File: src/rtl/ssd1306_pkg.sv
// Shared constants for the SSD1306 SPI responder: opcodes, argument classes
// and the command parser state encoding.
package ssd1306_pkg;

    localparam logic [7:0] CMD_ADDR_MODE = 8'h20;
    localparam logic [7:0] CMD_SET_COL   = 8'h21;
    localparam logic [7:0] CMD_SET_PAGE  = 8'h22;
    localparam logic [7:0] CMD_DISP_OFF  = 8'hAE;
    localparam logic [7:0] CMD_DISP_ON   = 8'hAF;

    // Parser state encoding; the parser register is typed parser_state_t.
    typedef logic [1:0] parser_state_t;
    localparam parser_state_t P_IDLE = 2'd0;
    localparam parser_state_t P_ARG1 = 2'd1;
    localparam parser_state_t P_ARG2 = 2'd2;
    localparam parser_state_t P_SKIP = 2'd3;

    // Opcodes followed by exactly one argument byte that we do not model.
    function automatic logic is_single_arg(input logic [7:0] op);
        case (op)
            8'h20, 8'h81, 8'h8D, 8'hA8, 8'hD3,
            8'hD5, 8'hD9, 8'hDA, 8'hDB: return 1'b1;
            default:                    return 1'b0;
        endcase
    endfunction

endpackage

File: src/rtl/ssd1306_spi_rx.sv
// SPI mode-0 byte receiver: synchronizes the four pins, detects rising SCK
// and assembles MSB-first bytes, tagging each with its DC level.
module ssd1306_spi_rx (
    input  logic       clk,
    input  logic       rst_n,
    input  logic       pin_csn,
    input  logic       pin_dc,
    input  logic       pin_sck,
    input  logic       pin_mosi,
    output logic       byte_stb,
    output logic [7:0] byte_data,
    output logic       byte_dc
);

    logic [1:0] csn_sync;
    logic [1:0] dc_sync;
    logic [1:0] sck_sync;
    logic [1:0] mosi_sync;
    logic       sck_prev;
    logic [2:0] bit_cnt;
    logic [6:0] shift;
    logic       sck_rise;

    // CS# synchronizer resets to "deselected" so no SCK edge is honoured
    // until CS# has actually been seen low after reset.
    always_ff @(posedge clk or negedge rst_n) begin
        if (!rst_n) begin
            csn_sync  <= 2'b11;
            dc_sync   <= 2'b00;
            sck_sync  <= 2'b00;
            mosi_sync <= 2'b00;
            sck_prev  <= 1'b0;
        end else begin
            csn_sync  <= {csn_sync[0], pin_csn};
            dc_sync   <= {dc_sync[0], pin_dc};
            sck_sync  <= {sck_sync[0], pin_sck};
            mosi_sync <= {mosi_sync[0], pin_mosi};
            sck_prev  <= sck_sync[1];
        end
    end

    assign sck_rise = sck_sync[1] & ~sck_prev;

    always_ff @(posedge clk or negedge rst_n) begin
        if (!rst_n) begin
            bit_cnt   <= 3'd0;
            shift     <= 7'd0;
            byte_stb  <= 1'b0;
            byte_data <= 8'd0;
            byte_dc   <= 1'b0;
        end else begin
            byte_stb <= 1'b0;
            if (csn_sync[1]) begin
                bit_cnt <= 3'd0;
            end else if (sck_rise) begin
                if (bit_cnt == 3'd7) begin
                    byte_data <= {shift, mosi_sync[1]};
                    byte_dc   <= dc_sync[1];
                    byte_stb  <= 1'b1;
                    bit_cnt   <= 3'd0;
                end else begin
                    shift   <= {shift[5:0], mosi_sync[1]};
                    bit_cnt <= bit_cnt + 3'd1;
                end
            end
        end
    end

endmodule

File: src/rtl/ssd1306_spi_sink.sv
// Display-side model of the SSD1306 SPI link: parses the command stream and
// turns data bytes into addressed framebuffer writes (horizontal mode only).
module ssd1306_spi_sink
    import ssd1306_pkg::*;
#(
    parameter int COLUMNS = 128,
    parameter int PAGES   = 4,
    parameter int ADDR_W  = $clog2(COLUMNS * PAGES)
) (
    input  logic              clk_in,
    input  logic              resetn_in,
    input  logic              oled_csn_in,
    input  logic              oled_dc_in,
    input  logic              oled_clk_in,
    input  logic              oled_mosi_in,
    output logic              fb_we_out,
    output logic [ADDR_W-1:0] fb_addr_out,
    output logic [7:0]        fb_data_out,
    output logic              cmd_stb_out,
    output logic [7:0]        cmd_out,
    output logic              display_on_out
);

    localparam int CW = $clog2(COLUMNS);
    localparam int PW = $clog2(PAGES);

    logic          byte_stb;
    logic [7:0]    byte_data;
    logic          byte_dc;

    parser_state_t parser_state;
    logic [7:0]    pending_op;
    logic [CW-1:0] arg_col;
    logic [PW-1:0] arg_page;
    logic [CW-1:0] col_start, col_end, col_ptr;
    logic [PW-1:0] page_start, page_end, page_ptr;

    ssd1306_spi_rx u_rx (
        .clk       (clk_in),
        .rst_n     (resetn_in),
        .pin_csn   (oled_csn_in),
        .pin_dc    (oled_dc_in),
        .pin_sck   (oled_clk_in),
        .pin_mosi  (oled_mosi_in),
        .byte_stb  (byte_stb),
        .byte_data (byte_data),
        .byte_dc   (byte_dc)
    );

    always_ff @(posedge clk_in or negedge resetn_in) begin
        if (!resetn_in) begin
            parser_state   <= P_IDLE;
            pending_op     <= 8'd0;
            arg_col        <= '0;
            arg_page       <= '0;
            col_start      <= '0;
            col_end        <= CW'(COLUMNS - 1);
            col_ptr        <= '0;
            page_start     <= '0;
            page_end       <= PW'(PAGES - 1);
            page_ptr       <= '0;
            fb_we_out      <= 1'b0;
            fb_addr_out    <= '0;
            fb_data_out    <= 8'd0;
            cmd_stb_out    <= 1'b0;
            cmd_out        <= 8'd0;
            display_on_out <= 1'b0;
        end else begin
            fb_we_out   <= 1'b0;
            cmd_stb_out <= 1'b0;
            if (byte_stb) begin
                if (byte_dc) begin
                    // Data byte: always a pixel write; aborts any half-parsed command.
                    fb_we_out    <= 1'b1;
                    fb_addr_out  <= {page_ptr, col_ptr};
                    fb_data_out  <= byte_data;
                    parser_state <= P_IDLE;
                    if (col_ptr == col_end) begin
                        col_ptr  <= col_start;
                        page_ptr <= (page_ptr == page_end) ? page_start : page_ptr + PW'(1);
                    end else begin
                        col_ptr <= col_ptr + CW'(1);
                    end
                end else begin
                    case (parser_state)
                        P_IDLE: begin
                            pending_op <= byte_data;
                            if (byte_data == CMD_SET_COL || byte_data == CMD_SET_PAGE) begin
                                parser_state <= P_ARG1;
                            end else if (is_single_arg(byte_data)) begin
                                parser_state <= P_SKIP;
                            end else begin
                                cmd_stb_out <= 1'b1;
                                cmd_out     <= byte_data;
                                if (byte_data == CMD_DISP_ON)  display_on_out <= 1'b1;
                                if (byte_data == CMD_DISP_OFF) display_on_out <= 1'b0;
                            end
                        end
                        P_ARG1: begin
                            arg_col      <= byte_data[CW-1:0];
                            arg_page     <= byte_data[PW-1:0];
                            parser_state <= P_ARG2;
                        end
                        P_ARG2: begin
                            if (pending_op == CMD_SET_COL) begin
                                col_start <= arg_col;
                                col_end   <= byte_data[CW-1:0];
                                col_ptr   <= arg_col;
                            end else begin
                                page_start <= arg_page;
                                page_end   <= byte_data[PW-1:0];
                                page_ptr   <= arg_page;
                            end
                            cmd_stb_out  <= 1'b1;
                            cmd_out      <= pending_op;
                            parser_state <= P_IDLE;
                        end
                        default: begin
                            cmd_stb_out  <= 1'b1;
                            cmd_out      <= pending_op;
                            parser_state <= P_IDLE;
                        end
                    endcase
                end
            end
        end
    end

endmodule

File: config.mk
export PLATFORM = sky130hd
export DESIGN_NAME = ssd1306_spi_sink
export DESIGN_NICKNAME = d
export VERILOG_FILES = /design/src/rtl/ssd1306_pkg.sv /design/src/rtl/ssd1306_spi_rx.sv /design/src/rtl/ssd1306_spi_sink.sv
export SDC_FILE = /design/constraint.sdc
export NUM_CORES = 1
export LEC_CHECK = 0
export ABC_AREA = 1
export CAP_MARGIN = 5
export CORE_UTILIZATION = 55
export CTS_BUF_LIST = sky130_fd_sc_hd__clkbuf_4
export CTS_CLUSTER_SIZE = 14
export DETAILED_ROUTE_END_ITERATION = 16
export PLACE_DENSITY = 0.83
export SLEW_MARGIN = 20
export SYNTH_ARGS = -nofsm -noshare
export SYNTH_HDL_FRONTEND = slang
export SYNTH_SLANG_ARGS = --single-unit
File: constraint.sdc
create_clock -name clk_in -period 1.55 [get_ports clk_in]
set_clock_uncertainty 0.2 [all_clocks]
set_input_delay 0.31 -clock clk_in [delete_from_list [all_inputs] [get_ports clk_in]]
set_output_delay 0.31 -clock clk_in [all_outputs]
set_load 0.02 [all_outputs]
==> metrics <==
run status=finished, violations left; failing checks=negative setup slack; setup slack at placement=-0.131 ns; Max Cap Violations=0; filler cell count=404; Leakage=3.16 nW; FF/Latch Area=2550 sq um; IO buf count=33; CTS clock-pin slew for the worst setup and hold paths=0.16 ns; Total GRT Usage=0.285; synthesized area per cell=8.63 sq um; Mapped Cells=527; crit path launch type=register; Die Footprint=8640 sq um; Antenna Nets Post-Route=0; Slew Limit Fails=0; Slew @ Worst Pin=0.427 ns; Placeable Area=7850 sq um; maximum vdd ir drop=0.000576 V; Seq cells post-synth=101; fin crit share=1.17; most frequent cells in the layout=116 x nand2_1, 84 x dfrtp_1, 79 x buf_4, 40 x inv_1, 34 x nand2_2; Area after DPL=5290 sq um; max_slew headroom=0.715; largest net degree at the start of global routing=68; Antenna Cells=0; row count=32; vias=4,706; TritonCTS Sinks=101; multi-input combinational cell area=2240 sq um; endpoints failing setup=71; final setup margin=-0.261 ns; Seq/Total Area, Yosys=0.559; Initial Utilization=0.580; io pins=34; Fmax=0.552 GHz; number of H-tree levels=3; syn_nets=536; Hold WS=0.0212 ns; finished layout cell area=6350 sq um; Util after Layout=0.809; global-route wire length before repair=18,800 microns; Wirelength per Cell=20.0 microns; Synth top area share=0.495; drt first pass iters=6; nets=661; CTS tree=done; library cells used by synthesis=30; Root Driver=clkbuf_4; GPL Wtd Cong=0.910; commonest non-fill, non-tap cell in the layout=nand2_1; Tot Pwr=4.17 mW; setup tns final=-6.74 ns; Worst Path Arrival=2.02 ns; PwrDens=657 nW/um^2; DRT iter0 DRCs=515; initial antenna violation count=0; vias in the first global route=4,029; Clock Tree Buf Depth=2; Area contributors post-synth=dfrtp_1 50%, nand2_1 13%, dfstp_2 6.4%; post-route DRC violation count=0; crit-path max FO=3; DR vias/cell=6.20; share of layout cells above drive strength 1=0.419; Syn-to-layout area delta=39.5%; Hold WC Path Type=input pin to register; Hold Violations, Final=0; CP endpoint kind=register; min cycle time layout=1.81 ns; clock latency on the worst-skew pair=0.49 ns; crit path kind=register to register; die height=92.9 microns; DRT Wirelength=15,200 microns; DPL Wire Length=7010 microns; largest area contributor in the netlist=dfrtp_1; dpl cells=690; RSZ-0062 raised after global routing=yes; Final Non-Filler Cells=759; Die Wd=92.9 microns; yosys warns=0; worst path required time=1.75 ns; GRT overflow=0; CTS Buf Count=9; cell area after synthesis=4550 sq um
## what timing repair did
item | in CTS | in global routing
hold endpoints to repair | 100 | 0
gates resized for setup | 151 | 157
hold buffers | 1 | 0
pin swaps | 22 | 31
cloned | 2 | 5
setup endpoints to repair | 62 | 88
buffers inserted | 16 | 31
## power breakdown
part / switching [mW] / internal, mW / total (mW)
Clock: 0.935 / 0.356 / 1.29
Combinational: 0.0884 / 0.0444 / 0.133
Sequential: 0.0534 / 2.69 / 2.75
## critical path, cell delays in order, from the launching register on
cell and delay [ns]:
dfrtp_2 0.46, ha_1 0.23, nand3_2 0.15, o21ai_1 0.24, a21oi_1 0.09, nand2_1 0.11
nand2_1 0.08, nor2_1 0.11, nor2_1 0.06
## routing by layer
layer	track usage	share of wire	vias up	wire length (microns)
met3	0.0468	0.095	130	1450
met4	0.159	0.067	0	1020
li1	-	-	1961	-
met5	0	0	-	0
met1	0.357	0.35	2222	5370
met2	0.472	0.49	393	7380
## sequential cells by signal (all words and copies together) (netlist names), 2 cells and up
name and count:
page_start 2, u_rx.sck_sync 2, fb_data_out 8, u_rx.byte_data 8
pending_op 8, cmd_out 8, u_rx.dc_sync 2, u_rx.bit_cnt 3
col_start 7, u_rx.shift 7, fb_addr_out 9, page_end 2
u_rx.csn_sync 2, u_rx.mosi_sync 2, col_end 7, parser_state 2
col_ptr 7, arg_col 7, page_ptr 2
## cells in the mapped netlist
cell type	n
o21ai_0	53
nand3_1	49
nand2_4	1
nand2_2	6
o21ai_1	2
inv_2	7
nand2_1	153
nor2_1	35
nand4_1	3
a21boi_1	1
a22o_1	2
a21oi_1	19
nand4_4	1
buf_2	7
inv_1	44
nand3b_4	1
o22ai_1	8
buf_6	1
xnor2_1	5
dfstp_2	11
xor2_1	3
dfrtp_1	90
nor3_4	1
ha_1	3
nor2_4	3
nor2_2	9
nand3_2	1
clkbuf_1	5
buf_4	2
a31oi_1	1
## worst paths after layout
check / to / slack, ns / depth (start not counted) / start
setup / recovery: col_ptr[4] / -0.26 / 8 / col_ptr[1]
hold / removal: u_rx.csn_sync[0] / 0.02 / 1 / oled_csn_in
setup reg to reg: col_ptr[4] / -0.26 / 8 / col_ptr[1]
hold reg to reg: u_rx.mosi_sync[1] / 0.17 / 0 / u_rx.mosi_sync[0]
max in group asynchronous: u_rx.csn_sync[1] / 0.61 / 3 / resetn_in
min in group asynchronous: fb_data_out[5] / 0.15 / 3 / resetn_in
## cell type report
| cell class | count | share of cell area |
|---|---|---|
| clock buffers | 11 | 0.0130 |
| clock inverters | 5 | 0.00453 |
| inverters | 51 | 0.0306 |
| multi-input cells | 364 | 0.353 |
| flip-flops and latches | 101 | 0.402 |
| well taps | 102 | 0.0201 |
| repair buffers | 125 | 0.177 |
## cells by family after synthesis
kind of cell    after synthesis  share of synthesized area
compound gates               86                     0.0993
xor+xnor                      8                     0.0154
flops                       101                      0.559
simple gates                263                      0.259
buf+inv                      66                     0.0597
fa+ha+maj                     3                    0.00825
Power figures use the tool's default switching activity.
